### src/rtl/i2c_slave_stretch_pkg.sv
// Shared types and constants for the clock-stretching I2C responder.
package i2c_slave_stretch_pkg;

    typedef enum logic [2:0] {
        StIdle,
        StAddr,
        StAddrAck,
        StWrData,
        StWrAck,
        StRdData,
        StRdAck,
        StWaitStop
    } state_e;

    localparam logic ACK  = 1'b0;
    localparam logic NACK = 1'b1;

    // Position of the R/W flag inside the received address byte
    localparam int unsigned RW_BIT = 0;

    // Majority vote of three samples
    function automatic logic maj3(input logic a, input logic b, input logic c);
        return (a & b) | (a & c) | (b & c);
    endfunction

endpackage

### src/rtl/i2c_slave_stretch_if.sv
// Bus and application signals of the I2C responder, grouped for the top-level port.
interface i2c_slave_stretch_if;
    logic       scl_i;
    logic       scl_oe;
    logic       sda_i;
    logic       sda_oe;
    logic       stretch;
    logic [7:0] tx_data;
    logic       tx_req;
    logic [7:0] rx_data;
    logic       rx_valid;
    logic       busy;

    modport slave (
        input  scl_i, sda_i, stretch, tx_data,
        output scl_oe, sda_oe, tx_req, rx_data, rx_valid, busy
    );

    modport master (
        output scl_i, sda_i, stretch, tx_data,
        input  scl_oe, sda_oe, tx_req, rx_data, rx_valid, busy
    );
endinterface

### src/rtl/i2c_slave_stretch_sync.sv
// SCL/SDA synchronizer with edge and START/STOP detection.
// Macro I2C_SLV_GLITCH_FILTER_EN adds a 3-sample majority filter (2 clk extra latency).
module i2c_slave_stretch_sync
    import i2c_slave_stretch_pkg::*;
(
    input  logic i_clk,
    input  logic i_rst,
    input  logic i_scl,
    input  logic i_sda,
    output logic o_scl_s,
    output logic o_sda_s,
    output logic o_scl_rise,
    output logic o_scl_fall,
    output logic o_start_det,
    output logic o_stop_det
);

    logic [1:0] r_scl_sync;
    logic [1:0] r_sda_sync;
    logic       r_scl_prev;
    logic       r_sda_prev;
    logic       w_scl;
    logic       w_sda;

    // Two-flop synchronizer; idle bus level is high
    always_ff @(posedge i_clk or posedge i_rst) begin
        if (i_rst) begin
            r_scl_sync <= 2'b11;
            r_sda_sync <= 2'b11;
        end else begin
            r_scl_sync <= {r_scl_sync[0], i_scl};
            r_sda_sync <= {r_sda_sync[0], i_sda};
        end
    end

`ifdef I2C_SLV_GLITCH_FILTER_EN
    logic [1:0] r_scl_hist;
    logic [1:0] r_sda_hist;
    logic       r_scl_filt;
    logic       r_sda_filt;

    // Majority over the last three synced samples, registered; 1-clk pulses never win
    always_ff @(posedge i_clk or posedge i_rst) begin
        if (i_rst) begin
            r_scl_hist <= 2'b11;
            r_sda_hist <= 2'b11;
            r_scl_filt <= 1'b1;
            r_sda_filt <= 1'b1;
        end else begin
            r_scl_hist <= {r_scl_hist[0], r_scl_sync[1]};
            r_sda_hist <= {r_sda_hist[0], r_sda_sync[1]};
            r_scl_filt <= maj3(r_scl_hist[1], r_scl_hist[0], r_scl_sync[1]);
            r_sda_filt <= maj3(r_sda_hist[1], r_sda_hist[0], r_sda_sync[1]);
        end
    end

    assign w_scl = r_scl_filt;
    assign w_sda = r_sda_filt;
`else
    assign w_scl = r_scl_sync[1];
    assign w_sda = r_sda_sync[1];
`endif

    // Previous clean levels for edge detection
    always_ff @(posedge i_clk or posedge i_rst) begin
        if (i_rst) begin
            r_scl_prev <= 1'b1;
            r_sda_prev <= 1'b1;
        end else begin
            r_scl_prev <= w_scl;
            r_sda_prev <= w_sda;
        end
    end

    assign o_scl_s     = w_scl;
    assign o_sda_s     = w_sda;
    assign o_scl_rise  = w_scl & ~r_scl_prev;
    assign o_scl_fall  = ~w_scl & r_scl_prev;
    // SCL must be high on both samples so an SDA edge coinciding with an SCL edge is ignored
    assign o_start_det = r_scl_prev & w_scl & r_sda_prev & ~w_sda;
    assign o_stop_det  = r_scl_prev & w_scl & ~r_sda_prev & w_sda;

endmodule

### src/rtl/i2c_slave_stretch.sv
// I2C responder with one 7-bit address, write/read byte streams and clock stretching
// after ACK bits. Optional glitch filter selected by I2C_SLV_GLITCH_FILTER_EN.
module i2c_slave_stretch
    import i2c_slave_stretch_pkg::*;
#(
    parameter logic [6:0] SLV_ADDR = 7'h05
) (
    input logic                clk,
    input logic                rst,
    i2c_slave_stretch_if.slave bus
);

    logic w_scl_s, w_sda_s, w_scl_rise, w_scl_fall, w_start, w_stop;

    i2c_slave_stretch_sync u_sync (
        .i_clk       (clk),
        .i_rst       (rst),
        .i_scl       (bus.scl_i),
        .i_sda       (bus.sda_i),
        .o_scl_s     (w_scl_s),
        .o_sda_s     (w_sda_s),
        .o_scl_rise  (w_scl_rise),
        .o_scl_fall  (w_scl_fall),
        .o_start_det (w_start),
        .o_stop_det  (w_stop)
    );

    state_e     r_state;
    logic [2:0] r_cnt;
    logic       r_full;
    logic [7:0] r_shift;
    logic       r_rw;
    logic       r_mack;
    logic       r_hold;
    logic       r_scl_oe;
    logic       r_sda_oe;
    logic       r_tx_req;
    logic [7:0] r_rx_data;
    logic       r_rx_valid;
    logic       r_busy;

    logic [7:0] w_byte;
    logic       w_point;
    logic       w_release;
    logic       w_go;

    assign w_byte    = {r_shift[6:0], w_sda_s};
    // Stretch point: the SCL fall that ends an ACK bit (master NACK on a read is excluded)
    assign w_point   = w_scl_fall & ~r_hold &
                       ((r_state == StAddrAck) | (r_state == StWrAck) |
                        ((r_state == StRdAck) & (r_mack == ACK)));
    assign w_release = r_hold & ~bus.stretch & ~w_scl_s;
    // Leave the ACK bit now, either directly or when a stretch ends
    assign w_go      = (w_point & ~bus.stretch) | w_release;

    // Protocol FSM, bit counter, shifter and stretch control
    always_ff @(posedge clk or posedge rst) begin
        if (rst) begin
            r_state    <= StIdle;
            r_cnt      <= 3'd0;
            r_full     <= 1'b0;
            r_shift    <= 8'h00;
            r_rw       <= 1'b0;
            r_mack     <= ACK;
            r_hold     <= 1'b0;
            r_scl_oe   <= 1'b0;
            r_sda_oe   <= 1'b0;
            r_tx_req   <= 1'b0;
            r_rx_data  <= 8'h00;
            r_rx_valid <= 1'b0;
            r_busy     <= 1'b0;
        end else begin
            r_rx_valid <= 1'b0;
            r_tx_req   <= 1'b0;
            if (w_stop) begin
                r_state  <= StIdle;
                r_busy   <= 1'b0;
                r_sda_oe <= 1'b0;
                r_scl_oe <= 1'b0;
                r_hold   <= 1'b0;
            end else if (w_start) begin
                r_state  <= StAddr;
                r_cnt    <= 3'd0;
                r_full   <= 1'b0;
                r_sda_oe <= 1'b0;
                r_scl_oe <= 1'b0;
                r_hold   <= 1'b0;
            end else if (w_go) begin
                r_hold   <= 1'b0;
                r_scl_oe <= 1'b0;
                r_cnt    <= 3'd0;
                r_full   <= 1'b0;
                if ((r_state == StRdAck) || ((r_state == StAddrAck) && r_rw)) begin
                    // Read reload: MSB goes on the bus while SCL is still low
                    r_state  <= StRdData;
                    r_shift  <= bus.tx_data;
                    r_sda_oe <= ~bus.tx_data[7];
                    r_tx_req <= 1'b1;
                end else begin
                    r_state  <= StWrData;
                    r_sda_oe <= 1'b0;
                end
            end else if (w_point) begin
                // App not ready: release the ACK and hold SCL low
                r_hold   <= 1'b1;
                r_scl_oe <= 1'b1;
                r_sda_oe <= 1'b0;
            end else if (!r_hold) begin
                unique case (r_state)
                    StAddr, StWrData: begin
                        if (w_scl_rise) begin
                            r_shift <= w_byte;
                            r_cnt   <= r_cnt + 3'd1;
                            if (r_cnt == 3'd7) begin
                                r_full <= 1'b1;
                                if (r_state == StWrData) begin
                                    r_rx_data  <= w_byte;
                                    r_rx_valid <= 1'b1;
                                end
                            end
                        end else if (w_scl_fall && r_full) begin
                            r_full <= 1'b0;
                            if (r_state == StWrData) begin
                                r_state  <= StWrAck;
                                r_sda_oe <= 1'b1;
                            end else if (r_shift[7:1] == SLV_ADDR) begin
                                r_state  <= StAddrAck;
                                r_sda_oe <= 1'b1;
                                r_busy   <= 1'b1;
                                r_rw     <= r_shift[RW_BIT];
                            end else begin
                                r_state <= StWaitStop;
                            end
                        end
                    end
                    StRdData: begin
                        if (w_scl_rise) begin
                            r_cnt <= r_cnt + 3'd1;
                            if (r_cnt == 3'd7) begin
                                r_full <= 1'b1;
                            end
                        end else if (w_scl_fall) begin
                            if (r_full) begin
                                r_full   <= 1'b0;
                                r_sda_oe <= 1'b0;
                                r_state  <= StRdAck;
                            end else begin
                                r_sda_oe <= ~r_shift[6];
                                r_shift  <= {r_shift[6:0], 1'b0};
                            end
                        end
                    end
                    StRdAck: begin
                        if (w_scl_rise) begin
                            r_mack <= w_sda_s;
                        end else if (w_scl_fall) begin
                            // Only a NACK reaches here; ACK is taken as a stretch point
                            r_state  <= StWaitStop;
                            r_sda_oe <= 1'b0;
                        end
                    end
                    StAddrAck, StWrAck, StIdle, StWaitStop: begin
                    end
                endcase
            end
        end
    end

    assign bus.scl_oe   = r_scl_oe;
    assign bus.sda_oe   = r_sda_oe;
    assign bus.tx_req   = r_tx_req;
    assign bus.rx_data  = r_rx_data;
    assign bus.rx_valid = r_rx_valid;
    assign bus.busy     = r_busy;

endmodule

### src/flat_wrapper.sv
// flat-port wrapper written by rule: the top's interface ports become plain ports
module i2c_slave_stretch_flat import i2c_slave_stretch_pkg::*;
#(
    parameter logic [6:0] SLV_ADDR = 7'h05
)
  (clk, rst, bus_scl_i, bus_sda_i, bus_stretch, bus_tx_data, bus_scl_oe, bus_sda_oe, bus_tx_req, bus_rx_data, bus_rx_valid, bus_busy);
  i2c_slave_stretch_if bus_i ();
  input logic clk;
  input logic rst;
  input wire logic [$bits(bus_i.scl_i)-1:0] bus_scl_i;
  input wire logic [$bits(bus_i.sda_i)-1:0] bus_sda_i;
  input wire logic [$bits(bus_i.stretch)-1:0] bus_stretch;
  input wire logic [$bits(bus_i.tx_data)-1:0] bus_tx_data;
  output wire logic [$bits(bus_i.scl_oe)-1:0] bus_scl_oe;
  output wire logic [$bits(bus_i.sda_oe)-1:0] bus_sda_oe;
  output wire logic [$bits(bus_i.tx_req)-1:0] bus_tx_req;
  output wire logic [$bits(bus_i.rx_data)-1:0] bus_rx_data;
  output wire logic [$bits(bus_i.rx_valid)-1:0] bus_rx_valid;
  output wire logic [$bits(bus_i.busy)-1:0] bus_busy;
  assign bus_i.scl_i = bus_scl_i;
  assign bus_i.sda_i = bus_sda_i;
  assign bus_i.stretch = bus_stretch;
  assign bus_i.tx_data = bus_tx_data;
  assign bus_scl_oe = bus_i.scl_oe;
  assign bus_sda_oe = bus_i.sda_oe;
  assign bus_tx_req = bus_i.tx_req;
  assign bus_rx_data = bus_i.rx_data;
  assign bus_rx_valid = bus_i.rx_valid;
  assign bus_busy = bus_i.busy;
  i2c_slave_stretch #(.SLV_ADDR(SLV_ADDR)) u_core (.clk(clk), .rst(rst), .bus(bus_i));
endmodule
### config.mk
export PLATFORM = sky130hd
export DESIGN_NAME = i2c_slave_stretch_flat
export DESIGN_NICKNAME = d
export VERILOG_FILES = /design/src/rtl/i2c_slave_stretch_pkg.sv /design/src/rtl/i2c_slave_stretch_if.sv /design/src/rtl/i2c_slave_stretch_sync.sv /design/src/rtl/i2c_slave_stretch.sv /design/src/flat_wrapper.sv
export SDC_FILE = /design/constraint.sdc
export NUM_CORES = 1
export LEC_CHECK = 0
export CAP_MARGIN = 25
export CORE_ASPECT_RATIO = 0.8
export CORE_MARGIN = 10
export CORE_UTILIZATION = 40
export DETAILED_ROUTE_END_ITERATION = 8
export PLACE_DENSITY = 0.63
export SKIP_CTS_REPAIR_TIMING = 1
export SLEW_MARGIN = 20
export SYNTH_ARGS = -nofsm -noshare
export SYNTH_HDL_FRONTEND = slang
export SYNTH_SLANG_ARGS = --single-unit
### constraint.sdc
create_clock -name clk -period 3.86 [get_ports clk]
set_input_delay 0.386 -clock clk [delete_from_list [all_inputs] [get_ports clk]]
set_output_delay 0.386 -clock clk [all_outputs]
set_load 0.01 [all_outputs]
* Word level (Yosys, flattened, before mapping)
Cells that the tools add are included.
** Operators by class
- $add $sub $neg :: 1
- Equal/unequal tests :: 42
- Mux-type cells :: 82
- Bitwise logic cells :: 31
- Reduce and logical (&&, ||, !) cells :: 24
** Operators with widths (number)
- $mux 8 :: 8
- $mux 3 :: 21
- $mux 1 :: 49
- $ne 5x3->1 const B :: 6
- $reduce_and 10->1 :: 3
- $reduce_and 9->1 :: 3
- $ne 6x3->1 const B :: 3
- $ne 6x4->1 const B :: 3
- $pmux 8 s2 :: 1
- $ne 5x4->1 const B :: 3
- $not 1->1 :: 15
- $ne 2x2->1 const B :: 7
- $and 1x1->1 :: 13
- $eq 3x3->1 const B :: 4
- $ne 3x3->1 const B :: 3
- $pmux 3 s3 :: 1
- $reduce_bool 3->1 :: 3
- $ne 4x4->1 const B :: 2
- $reduce_bool 4->1 :: 2
- $eq 7x3->1 const B :: 1
- $ne 7x3->1 const B :: 1
- $reduce_and 7->1 :: 1
- $reduce_bool 7->1 :: 1
- $eq 3x2->1 const B :: 2
- other kinds (17) :: 24
** Word-level totals
- Register bits :: 36
- Input bits :: 13
- Output and inout port bits :: 13
- Logic and storage cells :: 196

* Longest topological paths before layout
- Depth in word-level cells :: 11
- Depth in mapped cells :: 11
- Depth with buffers taken out :: 9

* Hierarchy
From an unflattened synthesis, not the netlist that was laid out.
** Unflattened totals
- Cell total of the unflattened synthesis :: 167
- Area, all modules :: 1956.9 µm²
** By module, submodules not included
- i2c_slave_stretch :: instances 1, cells an instance 156, area an instance 1762.9 µm², sequential area each 750.7 µm²
- i2c_slave_stretch_sync :: instances 1, cells an instance 11, area an instance 193.9 µm², sequential area each 157.7 µm²

* Least setup slack after synthesis
No wires, ideal clock.
- Kind :: reg2reg
- Start point :: register u_core.u_sync.r_scl_sync[1]
- End point :: register u_core.r_shift[0]
- Library setup time :: 125 ps
- Data arrival time :: 2103 ps
- Path slack :: 1632 ps
- Cell stages (with the launch flop) :: 12
- Path buffers :: 2
- Period minus slack after synthesis :: 2228 ps
- Cells stage by stage :: dfstp_2 inv_1 ha_1 nor2b_1 and4_4 nand2b_4 buf_6 nand3_4 inv_2 a31o_1 buf_6 mux2_4
** Between the ends
- Cells in the longest elaborated chain, start to end :: 8
- Elaborated cells on any way between the ends :: 25
- Those cells by class :: eq/ne: 7; mux: 1; bitwise: 15; reduce/logical: 2
** Ends and longest elaborated chain
- start, declared :: RTL line i2c_slave_stretch_sync.sv:18 : logic [1:0] r_scl_sync;
- start signal, assigned :: RTL line i2c_slave_stretch_sync.sv:31 : r_scl_sync <= {r_scl_sync[0], i_scl};
- $not 1->1 :: RTL line i2c_slave_stretch_sync.sv:78, i2c_slave_stretch.sv:52
- $and 1x1->1 :: RTL line i2c_slave_stretch_sync.sv:78 : assign o_scl_fall = ~w_scl & r_scl_prev;
- $and 1x1->1 (2 in a row) :: RTL line i2c_slave_stretch.sv:49 : assign w_point = w_scl_fall & ~r_hold &
- $and 1x1->1 :: RTL line i2c_slave_stretch.sv:54 : assign w_go = (w_point & ~bus.stretch) | w_release;
- $or 1x1->1 :: RTL line i2c_slave_stretch.sv:54
- $ne 3x1->1 (no line) (tied with other cells)
- $reduce_and 10->1 (no line)
- end signal, assigned :: RTL line i2c_slave_stretch.sv:96 : r_shift <= bus.tx_data;
- end signal, assigned :: RTL line i2c_slave_stretch.sv:112 : r_shift <= w_byte;
- end signal, assigned :: RTL line i2c_slave_stretch.sv:149 : r_shift <= {r_shift[6:0], 1'b0};
- end, declared :: RTL line i2c_slave_stretch.sv:31 : logic [7:0] r_shift;
Several ways; a longest one is shown, not always the timed one.
A chain may end at the register's enable or synchronous reset.

* Worst setup path in the final report
- Start point :: register u_core.u_sync.r_scl_prev
- End point :: register u_core.r_shift[5]
** Between the ends
- Cells in the longest elaborated chain, start to end :: 7
- Elaborated cells on any way between the ends :: 24
- Those cells by class :: eq/ne: 7; mux: 1; bitwise: 14; reduce/logical: 2
** Ends and longest elaborated chain
- start, declared :: RTL line i2c_slave_stretch_sync.sv:20 : logic r_scl_prev;
- start signal, assigned :: RTL line i2c_slave_stretch_sync.sv:70 : r_scl_prev <= w_scl;
- $and 1x1->1 :: RTL line i2c_slave_stretch_sync.sv:78
- $and 1x1->1 (2 in a row) :: RTL line i2c_slave_stretch.sv:49
- $and 1x1->1 :: RTL line i2c_slave_stretch.sv:54
- $or 1x1->1 :: RTL line i2c_slave_stretch.sv:54
- $ne 3x1->1 (no line) (tied with other cells)
- $reduce_and 10->1 (no line)
Several ways; a longest one is shown, not always the timed one.

==> PnR_summary.wiki <==
{| class="wikitable"
! Metric !! Value
|-
| Result of the run || complete, no violations
|-
| Max FO, Critical Path || 10
|-
| Largest net degree at the start of global routing || 23
|-
| Antenna Violating Nets Remaining || 0
|-
| Clock tree from TritonCTS || done
|-
| I/O pin cnt || 26
|-
| Clock transition at the registers of the reported paths || 0.07 ns
|-
| Crit path time final || 2.601 ns
|-
| Number of global-route vias before repair || 1,390
|-
| Post-Synthesis Cells || 167
|-
| Count of flip-flops with a built-in enable after synthesis || 0
|-
| Count of final hold-check violations || 0
|-
| Initial DRT Pass Iterations || 4
|-
| Gr ovfl total || 0
|-
| Total via count after detailed routing || 1,339
|-
| Number of synthesis warnings || 0
|-
| Number of fill cells in the layout || 403
|-
| Max frequency || 384.4 MHz
|-
| Instance area after placement || 0.002198 sq mm
|-
| Die outline area || 0.007950 sq mm
|-
| Slew at the pin with the worst max-slew slack || 0.5466 ns
|-
| Antenna Cells || 0
|-
| Startpoint Class || flop
|-
| First-pass GRT wire length || 7051 microns
|-
| Post-route clock period utilization || 67.39%
|-
| Final-layout setup total negative slack || 0 ns
|-
| Ratio of cells with drive above 1 in the final layout || 24.10%
|-
| Clock Tree Buf Depth || 2
|-
| RSZ-0062 raised after global routing || false
|-
| Sequential cell area || 908.4 sq um
|-
| Startpoint-to-endpoint class of the critical path || flop to flop
|-
| Req. time, crit path || 4.03 ns
|-
| DIE WIDTH || 97.22 microns
|-
| Number of antenna violations at the first check in global routing || 0
|-
| Final net count || 212
|-
| Root Buffer || clkbuf_8
|-
| Syn Std Cell Area || 0.001908 sq mm
|-
| Number of failing setup endpoints in the final timing report || 0
|-
| Overall global routing resource usage || 10.91%
|-
| Clock tree sinks || 36
|-
| Most used DFF post-synth || dfrtp_1
|-
| Worst Clk Skew || 0.007731 ns
|-
| Power per Cell Area || 526.6 mW/mm^2
|-
| Final routed wire length divided by cell count || 16.48 microns
|-
| Async set or reset register ratio after synthesis || 100.0%
|-
| Via/cell ratio || 5.251
|-
| Number of unique standard cell types used by synthesis || 46
|-
| Cell taking the most area after synthesis || dfrtp_1
|-
| Count of buffers inserted at the top-level ports || 25
|-
| Share of Yosys cell area claimed by the top area cell type || 39.34%
|-
| Sort of element at the end of the critical path || flop
|-
| Most numerous cell types in the synthesized netlist || 30 x dfrtp_1, 18 x mux2_2, 13 x nand2_1, 11 x nor2_1, 9 x o21ai_0
|-
| Total non-filler cell area in the finished layout || 0.002306 sq mm
|-
| Max Slew Vio Count || 0
|-
| Die extent in y || 81.78 microns
|-
| Leading cell type by number of instances after synthesis || dfrtp_1
|-
| Critical path arrival || 2.77 ns
|-
| Clk_lat worst skew || 0.29 ns
|-
| Area growth syn-to-layout || 20.85%
|-
| Syn nets || 185
|-
| DP Wirelength || 3184 microns
|-
| Fraction of the yosys area taken by sequential cells || 47.61%
|-
| Maximum VDD drop || 0.0002961 V
|-
| Number of H-tree levels || 2
|-
| Detailed router's first-iteration violation count || 96
|-
| Cell types with the largest area share after synthesis || dfrtp_1 39%, mux2_2 11%, dfstp_2 8.3%, mux2_4 6.3%, ha_1 3.3%
|-
| Global placer's final weighted congestion || 0.9231
|-
| Core Area || 0.004597 sq mm
|-
| Count of standard-cell rows || 22
|-
| Initial cell density of the core || 41.51%
|-
| Hold WC Path Type || flop to flop
|-
| Static leakage || 1.022 nW
|-
| Number of synthesized register bits || 36
|-
| Worst rel slew slack || 62.62%
|-
| Combined area of the multi-input logic cells || 927.1 sq um
|-
| Number of CTS-inserted buffers || 5
|-
| Mean instance size in the synthesized netlist || 11.43 sq um
|-
| Final routed wirelength across all metal layers || 4202 microns
|-
| Remaining routing DRC violations || 0
|-
| Max Cap Violations || 0
|}
[flip-flops by register name, summed over array words and instances (netlist names), 2 cells and up]
| register | count |
|---|---|
| u_core.r_cnt | 3 |
| u_core.bus.rx_data | 8 |
| u_core.u_sync.r_scl_sync | 2 |
| u_core.u_sync.r_sda_sync | 2 |
| u_core.r_state | 3 |
| u_core.r_shift | 8 |
[metal layers]
metal	track usage (%)	up-vias	part of all wire [%]
met5	0	-	0
met4	4.348	0	0.90
met3	4.027	5	5.7
met2	16.33	33	43
met1	14.08	651	50
li1	-	650	-
[final timing paths]
path	startpoint	end	slack, ns	depth (start not counted)
min reg2reg	u_core.u_sync.r_scl_sync[0]	u_core.u_sync.r_scl_sync[1]	0.36	0
min	u_core.u_sync.r_scl_sync[0]	u_core.u_sync.r_scl_sync[1]	0.36	0
max in group asynchronous	rst	u_core.bus.rx_data[7]	2.73	3
max reg2reg	u_core.u_sync.r_scl_prev	u_core.r_shift[5]	1.26	8
max	u_core.u_sync.r_scl_prev	u_core.r_shift[5]	1.26	8
min in group asynchronous	rst	u_core.r_full	0.44	2
[power breakdown]
part | switching (mW) | internal (mW) | total, mW
Clock | 0.133 | 0.192 | 0.324
Combinational | 0.135 | 0.202 | 0.336
Sequential | 0.0998 | 0.454 | 0.554
Total | 0.367 | 0.847 | 1.21
[layout make-up]
type | instances | area share [%]
clock inverters | 2 | 1.519
inverters | 8 | 1.302
clock buffers | 6 | 3.147
flip-flops and latches | 36 | 39.39
repair buffers | 26 | 11.18
well taps | 60 | 3.256
multi-input cells | 117 | 40.21
[cell families (layout without fill, tap and decap cells)]
kind of cell    after synthesis  after routing  share of synthesized area, %
simple gates                 53             53                         15.94
flops                        36             36                         47.61
compound gates               29             29                         10.43
mux                          28             28                         18.03
buf+inv                      14             42                         3.803
fa+ha+maj                     5              5                         3.279
xor+xnor                      2              2                        0.9182
[worst max-delay path: stages (launching register included)]
cell and delay (ns):
dfstp_2 0.56, ha_1 0.21, nor2b_1 0.27, and4_4 0.29, nand2b_4 0.22, nand3_4 0.10
inv_2 0.07, a31o_1 0.43, mux2_4 0.34
[cell usage in the layout (no fill, tap or decap), types with 3 or more instances in the layout]
master / count
nor3b_1: 3
dfstp_2: 6
clkdlybuf4s50_1: 25
nor2_1: 11
mux2_2: 18
o21ai_0: 9
nand2_1: 13
nor2b_1: 4
ha_1: 5
inv_1: 7
nand3_1: 6
nand2b_1: 3
mux2_4: 8
o211ai_1: 3
clkbuf_8: 5
dfrtp_1: 30
[through the flow]
| stage | cells | util, % | total power [mW] | worst slack [ns] | hold slack [ns] |
|---|---|---|---|---|---|
| 2_1_floorplan | 167 | - | 0.8101 | 1.632 | 0.3452 |
| 3_3_place_gp | 247 | 47.82 | 0.8837 | 1.316 | 0.3456 |
| 3_5_place_dp | 247 | 47.82 | 0.8961 | 1.245 | 0.3473 |
| 4_1_cts | 255 | 50.16 | 1.222 | 1.278 | 0.3572 |
| 5_1_grt | 255 | 50.16 | 1.290 | 1.149 | 0.3609 |
| 6_report | 255 | 50.16 | 1.214 | 1.259 | 0.3563 |
No activity file was read; power rests on OpenSTA's default activity.
